`src/rtl/axi4_lite_dma_master_pkg.sv`:
```
// ---------------------------------------------------------------------------
// dma_pkg
// Shared definitions for the AXI4-Lite single-word DMA copy engine:
//   - dma_state_e : copy FSM state encoding
//   - RESP_OKAY   : AXI OKAY response code
//   - resp_ok()   : true when a response code is OKAY
// ---------------------------------------------------------------------------
package dma_pkg;

    typedef enum logic [2:0] {
        ST_IDLE    = 3'd0,
        ST_RD_ADDR = 3'd1,
        ST_RD_DATA = 3'd2,
        ST_WR      = 3'd3,
        ST_WR_RESP = 3'd4,
        ST_DONE    = 3'd5
    } dma_state_e;

    localparam logic [1:0] RESP_OKAY = 2'b00;

    function automatic logic resp_ok(input logic [1:0] resp);
        return (resp == RESP_OKAY);
    endfunction

endpackage

```
`src/rtl/axi4_lite_dma_master_if.sv`:
```
// ---------------------------------------------------------------------------
// axi4_lite_dma_master_if
// AXI4-Lite bus bundle between the DMA master and a memory slave.
//   Write address : AWADDR, AWVALID, AWREADY
//   Write data    : WDATA, WSTRB, WVALID, WREADY
//   Write resp    : BRESP, BVALID, BREADY
//   Read address  : ARADDR, ARVALID, ARREADY
//   Read data     : RDATA, RRESP, RVALID, RREADY
// Addresses are word indices (ADDR_WIDTH bits), not byte addresses.
// Modports: master (DMA side), slave (memory side).
// ---------------------------------------------------------------------------
interface axi4_lite_dma_master_if #(
    parameter int DATA_WIDTH = 32,
    parameter int ADDR_WIDTH = 10
);
    logic [ADDR_WIDTH-1:0]     AWADDR;
    logic                      AWVALID;
    logic                      AWREADY;
    logic [DATA_WIDTH-1:0]     WDATA;
    logic [DATA_WIDTH/8-1:0]   WSTRB;
    logic                      WVALID;
    logic                      WREADY;
    logic [1:0]                BRESP;
    logic                      BVALID;
    logic                      BREADY;
    logic [ADDR_WIDTH-1:0]     ARADDR;
    logic                      ARVALID;
    logic                      ARREADY;
    logic [DATA_WIDTH-1:0]     RDATA;
    logic [1:0]                RRESP;
    logic                      RVALID;
    logic                      RREADY;

    modport master (
        output AWADDR, AWVALID, input AWREADY,
        output WDATA, WSTRB, WVALID, input WREADY,
        input  BRESP, BVALID, output BREADY,
        output ARADDR, ARVALID, input ARREADY,
        input  RDATA, RRESP, RVALID, output RREADY
    );

    modport slave (
        input  AWADDR, AWVALID, output AWREADY,
        input  WDATA, WSTRB, WVALID, output WREADY,
        output BRESP, BVALID, input BREADY,
        input  ARADDR, ARVALID, output ARREADY,
        output RDATA, RRESP, RVALID, input RREADY
    );

endinterface

```
`src/rtl/axi4_lite_dma_master.sv`:
```
// ---------------------------------------------------------------------------
// axi4_lite_dma_master
// Copies `length` words from src_addr.. to dst_addr.. over AXI4-Lite, one
// word at a time: read address, read data, write (AW+W), write response.
// Indices wrap modulo 2^ADDR_WIDTH.
// Ports:
//   ACLK, ARESET        clock, asynchronous active-high reset
//   start               request a copy (sampled only in IDLE)
//   src_addr, dst_addr  first source / destination word index
//   length              number of words (0 = immediate done, no bus traffic)
//   busy, done, error   status: not idle / one-cycle end pulse / sticky error
//   m_axi               AXI4-Lite master port
// Build option: define DMA_RESP_CHECK_EN to abort a copy on a non-OKAY
// RRESP/BRESP and raise error; otherwise responses are ignored and error
// stays 0.
// ---------------------------------------------------------------------------
module axi4_lite_dma_master
    import dma_pkg::*;
#(
    parameter int DATA_WIDTH = 32,
    parameter int ADDR_WIDTH = 10
) (
    input  logic                  ACLK,
    input  logic                  ARESET,
    input  logic                  start,
    input  logic [ADDR_WIDTH-1:0] src_addr,
    input  logic [ADDR_WIDTH-1:0] dst_addr,
    input  logic [ADDR_WIDTH:0]   length,
    output logic                  busy,
    output logic                  done,
    output logic                  error,
    axi4_lite_dma_master_if.master m_axi
);

    localparam logic [ADDR_WIDTH-1:0] IDX_ONE  = {{(ADDR_WIDTH-1){1'b0}}, 1'b1};
    localparam logic [ADDR_WIDTH:0]   CNT_ZERO = {(ADDR_WIDTH+1){1'b0}};
    localparam logic [ADDR_WIDTH:0]   CNT_ONE  = {{ADDR_WIDTH{1'b0}}, 1'b1};

    dma_state_e              state_q, state_d;
    logic [ADDR_WIDTH-1:0]   src_q, src_d;
    logic [ADDR_WIDTH-1:0]   dst_q, dst_d;
    logic [ADDR_WIDTH:0]     cnt_q, cnt_d;
    logic [DATA_WIDTH-1:0]   buf_q, buf_d;
    logic                    arvalid_q, arvalid_d;
    logic                    rready_q, rready_d;
    logic                    awvalid_q, awvalid_d;
    logic                    wvalid_q, wvalid_d;
    logic                    bready_q, bready_d;
    logic                    busy_q, busy_d;
    logic                    done_q, done_d;
    logic                    error_q, error_d;

    // AW and W complete independently; each stays pending until its own handshake.
    logic aw_pend_s, w_pend_s;
    assign aw_pend_s = awvalid_q & ~m_axi.AWREADY;
    assign w_pend_s  = wvalid_q  & ~m_axi.WREADY;

`ifdef DMA_RESP_CHECK_EN
    logic rresp_bad_s, bresp_bad_s;
    assign rresp_bad_s = ~resp_ok(m_axi.RRESP);
    assign bresp_bad_s = ~resp_ok(m_axi.BRESP);
`else
    logic unused_resp_s;
    assign unused_resp_s = ^{m_axi.RRESP, m_axi.BRESP};
`endif

    // Next-state, datapath and registered-output computation.
    always_comb begin
        state_d   = state_q;
        src_d     = src_q;
        dst_d     = dst_q;
        cnt_d     = cnt_q;
        buf_d     = buf_q;
        error_d   = error_q;
        awvalid_d = 1'b0;
        wvalid_d  = 1'b0;

        case (state_q)
            ST_IDLE: begin
                if (start) begin
                    if (length != CNT_ZERO) begin
                        src_d   = src_addr;
                        dst_d   = dst_addr;
                        cnt_d   = length;
                        error_d = 1'b0;
                        state_d = ST_RD_ADDR;
                    end else begin
                        state_d = ST_DONE;
                    end
                end else begin
                    state_d = ST_IDLE;
                end
            end
            // ARVALID is always high in this state, so ARREADY alone is the handshake.
            ST_RD_ADDR: begin
                if (m_axi.ARREADY) begin
                    state_d = ST_RD_DATA;
                end else begin
                    state_d = ST_RD_ADDR;
                end
            end
            ST_RD_DATA: begin
                if (m_axi.RVALID) begin
`ifdef DMA_RESP_CHECK_EN
                    if (rresp_bad_s) begin
                        error_d = 1'b1;
                        state_d = ST_DONE;
                    end else begin
                        buf_d     = m_axi.RDATA;
                        awvalid_d = 1'b1;
                        wvalid_d  = 1'b1;
                        state_d   = ST_WR;
                    end
`else
                    buf_d     = m_axi.RDATA;
                    awvalid_d = 1'b1;
                    wvalid_d  = 1'b1;
                    state_d   = ST_WR;
`endif
                end else begin
                    state_d = ST_RD_DATA;
                end
            end
            ST_WR: begin
                awvalid_d = aw_pend_s;
                wvalid_d  = w_pend_s;
                if (!aw_pend_s && !w_pend_s) begin
                    state_d = ST_WR_RESP;
                end else begin
                    state_d = ST_WR;
                end
            end
            ST_WR_RESP: begin
                if (m_axi.BVALID) begin
                    src_d = src_q + IDX_ONE;
                    dst_d = dst_q + IDX_ONE;
                    cnt_d = cnt_q - CNT_ONE;
`ifdef DMA_RESP_CHECK_EN
                    if (bresp_bad_s) begin
                        error_d = 1'b1;
                        state_d = ST_DONE;
                    end else if (cnt_q == CNT_ONE) begin
                        state_d = ST_DONE;
                    end else begin
                        state_d = ST_RD_ADDR;
                    end
`else
                    if (cnt_q == CNT_ONE) begin
                        state_d = ST_DONE;
                    end else begin
                        state_d = ST_RD_ADDR;
                    end
`endif
                end else begin
                    state_d = ST_WR_RESP;
                end
            end
            ST_DONE: begin
                state_d = ST_IDLE;
            end
            default: begin
                state_d = ST_IDLE;
            end
        endcase

        // Single-state strobes are decoded from the next state so they register with it.
        arvalid_d = (state_d == ST_RD_ADDR);
        rready_d  = (state_d == ST_RD_DATA);
        bready_d  = (state_d == ST_WR_RESP);
        busy_d    = (state_d != ST_IDLE);
        done_d    = (state_d == ST_DONE);
    end

    // State and datapath registers; reset abandons any transfer in flight.
    always_ff @(posedge ACLK or posedge ARESET) begin
        if (ARESET) begin
            state_q   <= ST_IDLE;
            src_q     <= {ADDR_WIDTH{1'b0}};
            dst_q     <= {ADDR_WIDTH{1'b0}};
            cnt_q     <= {(ADDR_WIDTH+1){1'b0}};
            buf_q     <= {DATA_WIDTH{1'b0}};
            arvalid_q <= 1'b0;
            rready_q  <= 1'b0;
            awvalid_q <= 1'b0;
            wvalid_q  <= 1'b0;
            bready_q  <= 1'b0;
            busy_q    <= 1'b0;
            done_q    <= 1'b0;
            error_q   <= 1'b0;
        end else begin
            state_q   <= state_d;
            src_q     <= src_d;
            dst_q     <= dst_d;
            cnt_q     <= cnt_d;
            buf_q     <= buf_d;
            arvalid_q <= arvalid_d;
            rready_q  <= rready_d;
            awvalid_q <= awvalid_d;
            wvalid_q  <= wvalid_d;
            bready_q  <= bready_d;
            busy_q    <= busy_d;
            done_q    <= done_d;
            error_q   <= error_d;
        end
    end

    // Address and data outputs come straight from the index/buffer registers.
    assign m_axi.ARADDR  = src_q;
    assign m_axi.ARVALID = arvalid_q;
    assign m_axi.RREADY  = rready_q;
    assign m_axi.AWADDR  = dst_q;
    assign m_axi.AWVALID = awvalid_q;
    assign m_axi.WDATA   = buf_q;
    assign m_axi.WSTRB   = {(DATA_WIDTH/8){1'b1}};
    assign m_axi.WVALID  = wvalid_q;
    assign m_axi.BREADY  = bready_q;
    assign busy          = busy_q;
    assign done          = done_q;
    assign error         = error_q;

endmodule

```
`src/flat_wrapper.sv`:
```
// flat-port wrapper written by rule: the top's interface ports become plain ports
module axi4_lite_dma_master_flat import dma_pkg::*;
#(
    parameter int DATA_WIDTH = 32,
    parameter int ADDR_WIDTH = 10
)
  (ACLK, ARESET, start, src_addr, dst_addr, length, busy, done, error, m_axi_AWADDR, m_axi_AWVALID, m_axi_AWREADY, m_axi_WDATA, m_axi_WSTRB, m_axi_WVALID, m_axi_WREADY, m_axi_BRESP, m_axi_BVALID, m_axi_BREADY, m_axi_ARADDR, m_axi_ARVALID, m_axi_ARREADY, m_axi_RDATA, m_axi_RRESP, m_axi_RVALID, m_axi_RREADY);
  axi4_lite_dma_master_if #(.DATA_WIDTH(DATA_WIDTH), .ADDR_WIDTH(ADDR_WIDTH)) m_axi_i ();
  input  logic ACLK;
  input  logic ARESET;
  input  logic start;
  input  logic [ADDR_WIDTH-1:0] src_addr;
  input  logic [ADDR_WIDTH-1:0] dst_addr;
  input  logic [ADDR_WIDTH:0] length;
  output logic busy;
  output logic done;
  output logic error;
  output wire logic [$bits(m_axi_i.AWADDR)-1:0] m_axi_AWADDR;
  output wire logic [$bits(m_axi_i.AWVALID)-1:0] m_axi_AWVALID;
  input wire logic [$bits(m_axi_i.AWREADY)-1:0] m_axi_AWREADY;
  output wire logic [$bits(m_axi_i.WDATA)-1:0] m_axi_WDATA;
  output wire logic [$bits(m_axi_i.WSTRB)-1:0] m_axi_WSTRB;
  output wire logic [$bits(m_axi_i.WVALID)-1:0] m_axi_WVALID;
  input wire logic [$bits(m_axi_i.WREADY)-1:0] m_axi_WREADY;
  input wire logic [$bits(m_axi_i.BRESP)-1:0] m_axi_BRESP;
  input wire logic [$bits(m_axi_i.BVALID)-1:0] m_axi_BVALID;
  output wire logic [$bits(m_axi_i.BREADY)-1:0] m_axi_BREADY;
  output wire logic [$bits(m_axi_i.ARADDR)-1:0] m_axi_ARADDR;
  output wire logic [$bits(m_axi_i.ARVALID)-1:0] m_axi_ARVALID;
  input wire logic [$bits(m_axi_i.ARREADY)-1:0] m_axi_ARREADY;
  input wire logic [$bits(m_axi_i.RDATA)-1:0] m_axi_RDATA;
  input wire logic [$bits(m_axi_i.RRESP)-1:0] m_axi_RRESP;
  input wire logic [$bits(m_axi_i.RVALID)-1:0] m_axi_RVALID;
  output wire logic [$bits(m_axi_i.RREADY)-1:0] m_axi_RREADY;
  assign m_axi_AWADDR = m_axi_i.AWADDR;
  assign m_axi_AWVALID = m_axi_i.AWVALID;
  assign m_axi_i.AWREADY = m_axi_AWREADY;
  assign m_axi_WDATA = m_axi_i.WDATA;
  assign m_axi_WSTRB = m_axi_i.WSTRB;
  assign m_axi_WVALID = m_axi_i.WVALID;
  assign m_axi_i.WREADY = m_axi_WREADY;
  assign m_axi_i.BRESP = m_axi_BRESP;
  assign m_axi_i.BVALID = m_axi_BVALID;
  assign m_axi_BREADY = m_axi_i.BREADY;
  assign m_axi_ARADDR = m_axi_i.ARADDR;
  assign m_axi_ARVALID = m_axi_i.ARVALID;
  assign m_axi_i.ARREADY = m_axi_ARREADY;
  assign m_axi_i.RDATA = m_axi_RDATA;
  assign m_axi_i.RRESP = m_axi_RRESP;
  assign m_axi_i.RVALID = m_axi_RVALID;
  assign m_axi_RREADY = m_axi_i.RREADY;
  axi4_lite_dma_master #(.DATA_WIDTH(DATA_WIDTH), .ADDR_WIDTH(ADDR_WIDTH)) u_core (.ACLK(ACLK), .ARESET(ARESET), .start(start), .src_addr(src_addr), .dst_addr(dst_addr), .length(length), .busy(busy), .done(done), .error(error), .m_axi(m_axi_i));
endmodule
```
`config.mk`:
```
export PLATFORM = sky130hd
export DESIGN_NAME = axi4_lite_dma_master_flat
export DESIGN_NICKNAME = d
export VERILOG_FILES = /design/src/rtl/axi4_lite_dma_master_pkg.sv /design/src/rtl/axi4_lite_dma_master_if.sv /design/src/rtl/axi4_lite_dma_master.sv /design/src/flat_wrapper.sv
export SDC_FILE = /design/constraint.sdc
export NUM_CORES = 1
export LEC_CHECK = 0
export CORE_ASPECT_RATIO = 0.9
export CORE_UTILIZATION = 40
export CTS_CLUSTER_SIZE = 28
export DETAILED_ROUTE_END_ITERATION = 8
export GPL_ROUTABILITY_DRIVEN = 0
export GPL_TIMING_DRIVEN = 0
export PLACE_DENSITY = 0.69
export SLEW_MARGIN = 20
export SYNTH_ARGS = -nofsm -noshare
export SYNTH_HDL_FRONTEND = slang
export SYNTH_SLANG_ARGS = --single-unit
export TNS_END_PERCENT = 10
```
`constraint.sdc`:
```
create_clock -name ACLK -period 5.9 [get_ports ACLK]
set_input_delay 0.885 -clock ACLK [delete_from_list [all_inputs] [get_ports ACLK]]
set_output_delay 0.885 -clock ACLK [all_outputs]
set_load 0.05 [all_outputs]
```
==> qor.yml <==
status: "complete, no violations"
synth.avg_cell_area_um2: 10.79
grt_pass1_wl_mm: 17.16
vias: 3408
crit_fanout: 10
drive_above_1_share_pct: 18.38
drt-total-wl_mm: 10.64
static-leakage-power_uw: 0.002228
relSlewSlack_pct: 60.21
switching_share_pct: 47.48
drcViolationCount: 0
p_clk_share_pct: 14.3
syn_area_um2: 3744
first_pass_iters: 4
mostFrequentLayoutCells: "clkdlybuf4s50_1, dfrtp_1, mux2_2"
place_area_um2: 5229
core_area_um2: 9084
timing.fmax_ghz: 0.3891
overflow: 0
async_reset_ff_share_pct: 100.0
ios: 139
ys_seq_area_share_pct: 48.80
rsz0062_at_grt: "false"
skew_ps: 10.03
yosysUniqueCellTypes: 58
placementRows: 33
slew_viol_final: 0
fin_area_um2: 5470
worstSkewPairLatency_ps: 350
setup_viol: 0
synth_edf_count: 0
path_clk_slew_ps: 80
synth_warnings: 0
cts-root-buf: "clkbuf_8"
antenna_found_initial: 0
utilization_pct: 60.22
fillCellCount: 790
start_kind: "input port"
hpwl_mm: 7.631
instances_no_fill: 617
required_ps: 6120
port_buffers: 129
cts_resized: 0
setup-tns-final_ps: 0
wl_per_cell_um: 17.25
cts_tree: "yes"
vias_per_cell: 5.524
htree_levels: 3
powerDensity_nw_per_um2: 606.5
post-cts-setup-buffers: 0
intPower_uw: 1742
cts_num_sinks: 73
multi_input_area_um2: 1714
start_util_pct: 41.21
die_w_um: 104.0
diodes: 0
synth_seq_cells: 73
die_area_um2: 9750
ant_nets: 0
first_global_vias: 3287
worst_ir_drop_vdd_mv: 0.2557
worstHoldPathType: "flop to flop"
dp.cells: 602
tightest_slew_ps: 596.9
p_comb_share_pct: 57.4
synthToLayoutAreaGrowth_pct: 46.12
grt_max_degree: 46
die_height_um: 93.78
min_period_ps: 2570
p_switching_uw: 1575
worstSetupEndpointType: "flop"
postCtsHoldBufs: 0
synthCells: 347
crit_type: "input port to flop"
period_share_pct: 43.56
synth-main-ff-cell: "dfrtp_1"
grt.total_usage_pct: 22.58
hold_violations: 0
maxCapViolCount: 0
seq_power_share_pct: 28.2
seqCellArea_um2: 1827
final_common_cell: "clkdlybuf4s50_1"
detail_route.iter0.violations: 200
cts_inserted_buffers: 9
cp_data_arrival_time_ps: 2790
clockBufferDepth: 2
nets: 570
==> flip-flops by register name, summed over array words and instances (netlist names), 3 cells and up <==
| register | count |
|---|---|
| u_core.cnt_q | 11 |
| u_core.m_axi.WDATA | 32 |
| u_core.m_axi.AWADDR | 10 |
| u_core.m_axi.ARADDR | 10 |
| u_core.state_q | 3 |
==> through the flow <==
| step | hold WS (ps) | worst slack, ps | total power (µW) |
|---|---|---|---|
| final | 506.9 | 3330 | 3318 |
| after global routing | 524.3 | 3276 | 3490 |
| after CTS | 511.2 | 3343 | 3331 |
| after detailed placement | 494.0 | 3023 | 2846 |
| after floorplan | 469.8 | 3162 | 2210 |
| after global placement | 487.1 | 1894 | 2814 |
==> worst max-delay path: stages <==
cell and delay (ps):
clkdlybuf4s50_1 520, nor4_1 90, and3_2 210, clkbuf_4 180, nor2_2 430, buf_2 360
a21oi_1 110
==> power groups by stage <==
stage | clock network [µW] | logic, µW | registers [µW]
floorplan | 0 | 622 | 1590
global placement | 0 | 1880 | 930
detailed placement | 0 | 1900 | 942
CTS | 488 | 1910 | 934
global route | 505 | 2010 | 972
finish | 476 | 1910 | 936
==> routing by layer <==
metal | global-route usage [%] | wire, µm | share of wire (%) | vias to the layer above
met5 | 0 | 0 | 0 | -
met4 | 6.190 | 91 | 0.86 | 0
met1 | 29.49 | 4582 | 43 | 1669
met3 | 5.340 | 806 | 7.6 | 6
li1 | - | - | - | 1583
met2 | 37.67 | 5160 | 48 | 150
==> cells in the mapped netlist (4+ instances only) <==
| cell | number | area [µm²] |
|---|---|---|
| dfrtp_1 | 73 | 1827 |
| mux2_2 | 33 | 371.6 |
| nand2_1 | 22 | 82.58 |
| a21oi_1 | 18 | 90.09 |
| nor2_1 | 15 | 56.30 |
| o21ai_0 | 15 | 75.07 |
| a31oi_1 | 14 | 87.58 |
| nand3_1 | 13 | 65.06 |
| buf_4 | 11 | 82.58 |
| buf_2 | 9 | 45.04 |
| nor3_1 | 9 | 45.04 |
| o31ai_1 | 9 | 67.56 |
| clkbuf_1 | 7 | 26.28 |
| a2bb2oi_1 | 6 | 52.55 |
| a22oi_1 | 5 | 37.54 |
| o2bb2ai_1 | 5 | 43.79 |
| a211oi_1 | 4 | 30.03 |
| ha_1 | 4 | 50.05 |
| inv_1 | 4 | 15.01 |
| nand4_1 | 4 | 25.02 |
| o211ai_1 | 4 | 30.03 |
| o22ai_1 | 4 | 25.02 |
==> kinds of logic (layout without fill, tap and decap cells) <==
logic type / Yosys count / count (layout) / share of synthesized area [%]
other: 2 / 5 / 0.2006
multiplexers: 36 / 36 / 10.73
AND/OR/NAND/NOR: 97 / 97 / 15.11
flip-flops: 73 / 73 / 48.80
buffers and inverters: 36 / 181 / 5.715
AO/OA/AOI/OAI: 99 / 99 / 18.11
adder cells (fa/ha/maj): 4 / 4 / 1.337
==> layout make-up <==
cell class	count	share of cell area (%)
buffer	31	3.568
clock buffer	10	2.516
sequential	73	33.39
timing repair buffer	130	24.11
tap	122	2.790
clock inverter	5	1.898
multi-input combinational	241	31.34
inverter	5	0.3888
==> final timing paths <==
check | slack [ps] | start | endpoint | depth (start not counted)
worst max register to register | 3830 | u_core.state_q[2] | u_core.cnt_q[8] | 6
min in group asynchronous | 890 | ARESET | u_core.m_axi.ARVALID | 2
max in group asynchronous | 4460 | ARESET | u_core.cnt_q[5] | 3
worst max-delay path | 3330 | length[2] | u_core.cnt_q[8] | 7
worst min-delay path | 510 | u_core.m_axi.WDATA[19] | u_core.m_axi.WDATA[19] | 1
worst min register to register | 510 | u_core.m_axi.WDATA[19] | u_core.m_axi.WDATA[19] | 1
Power figures use the tool's default switching activity.
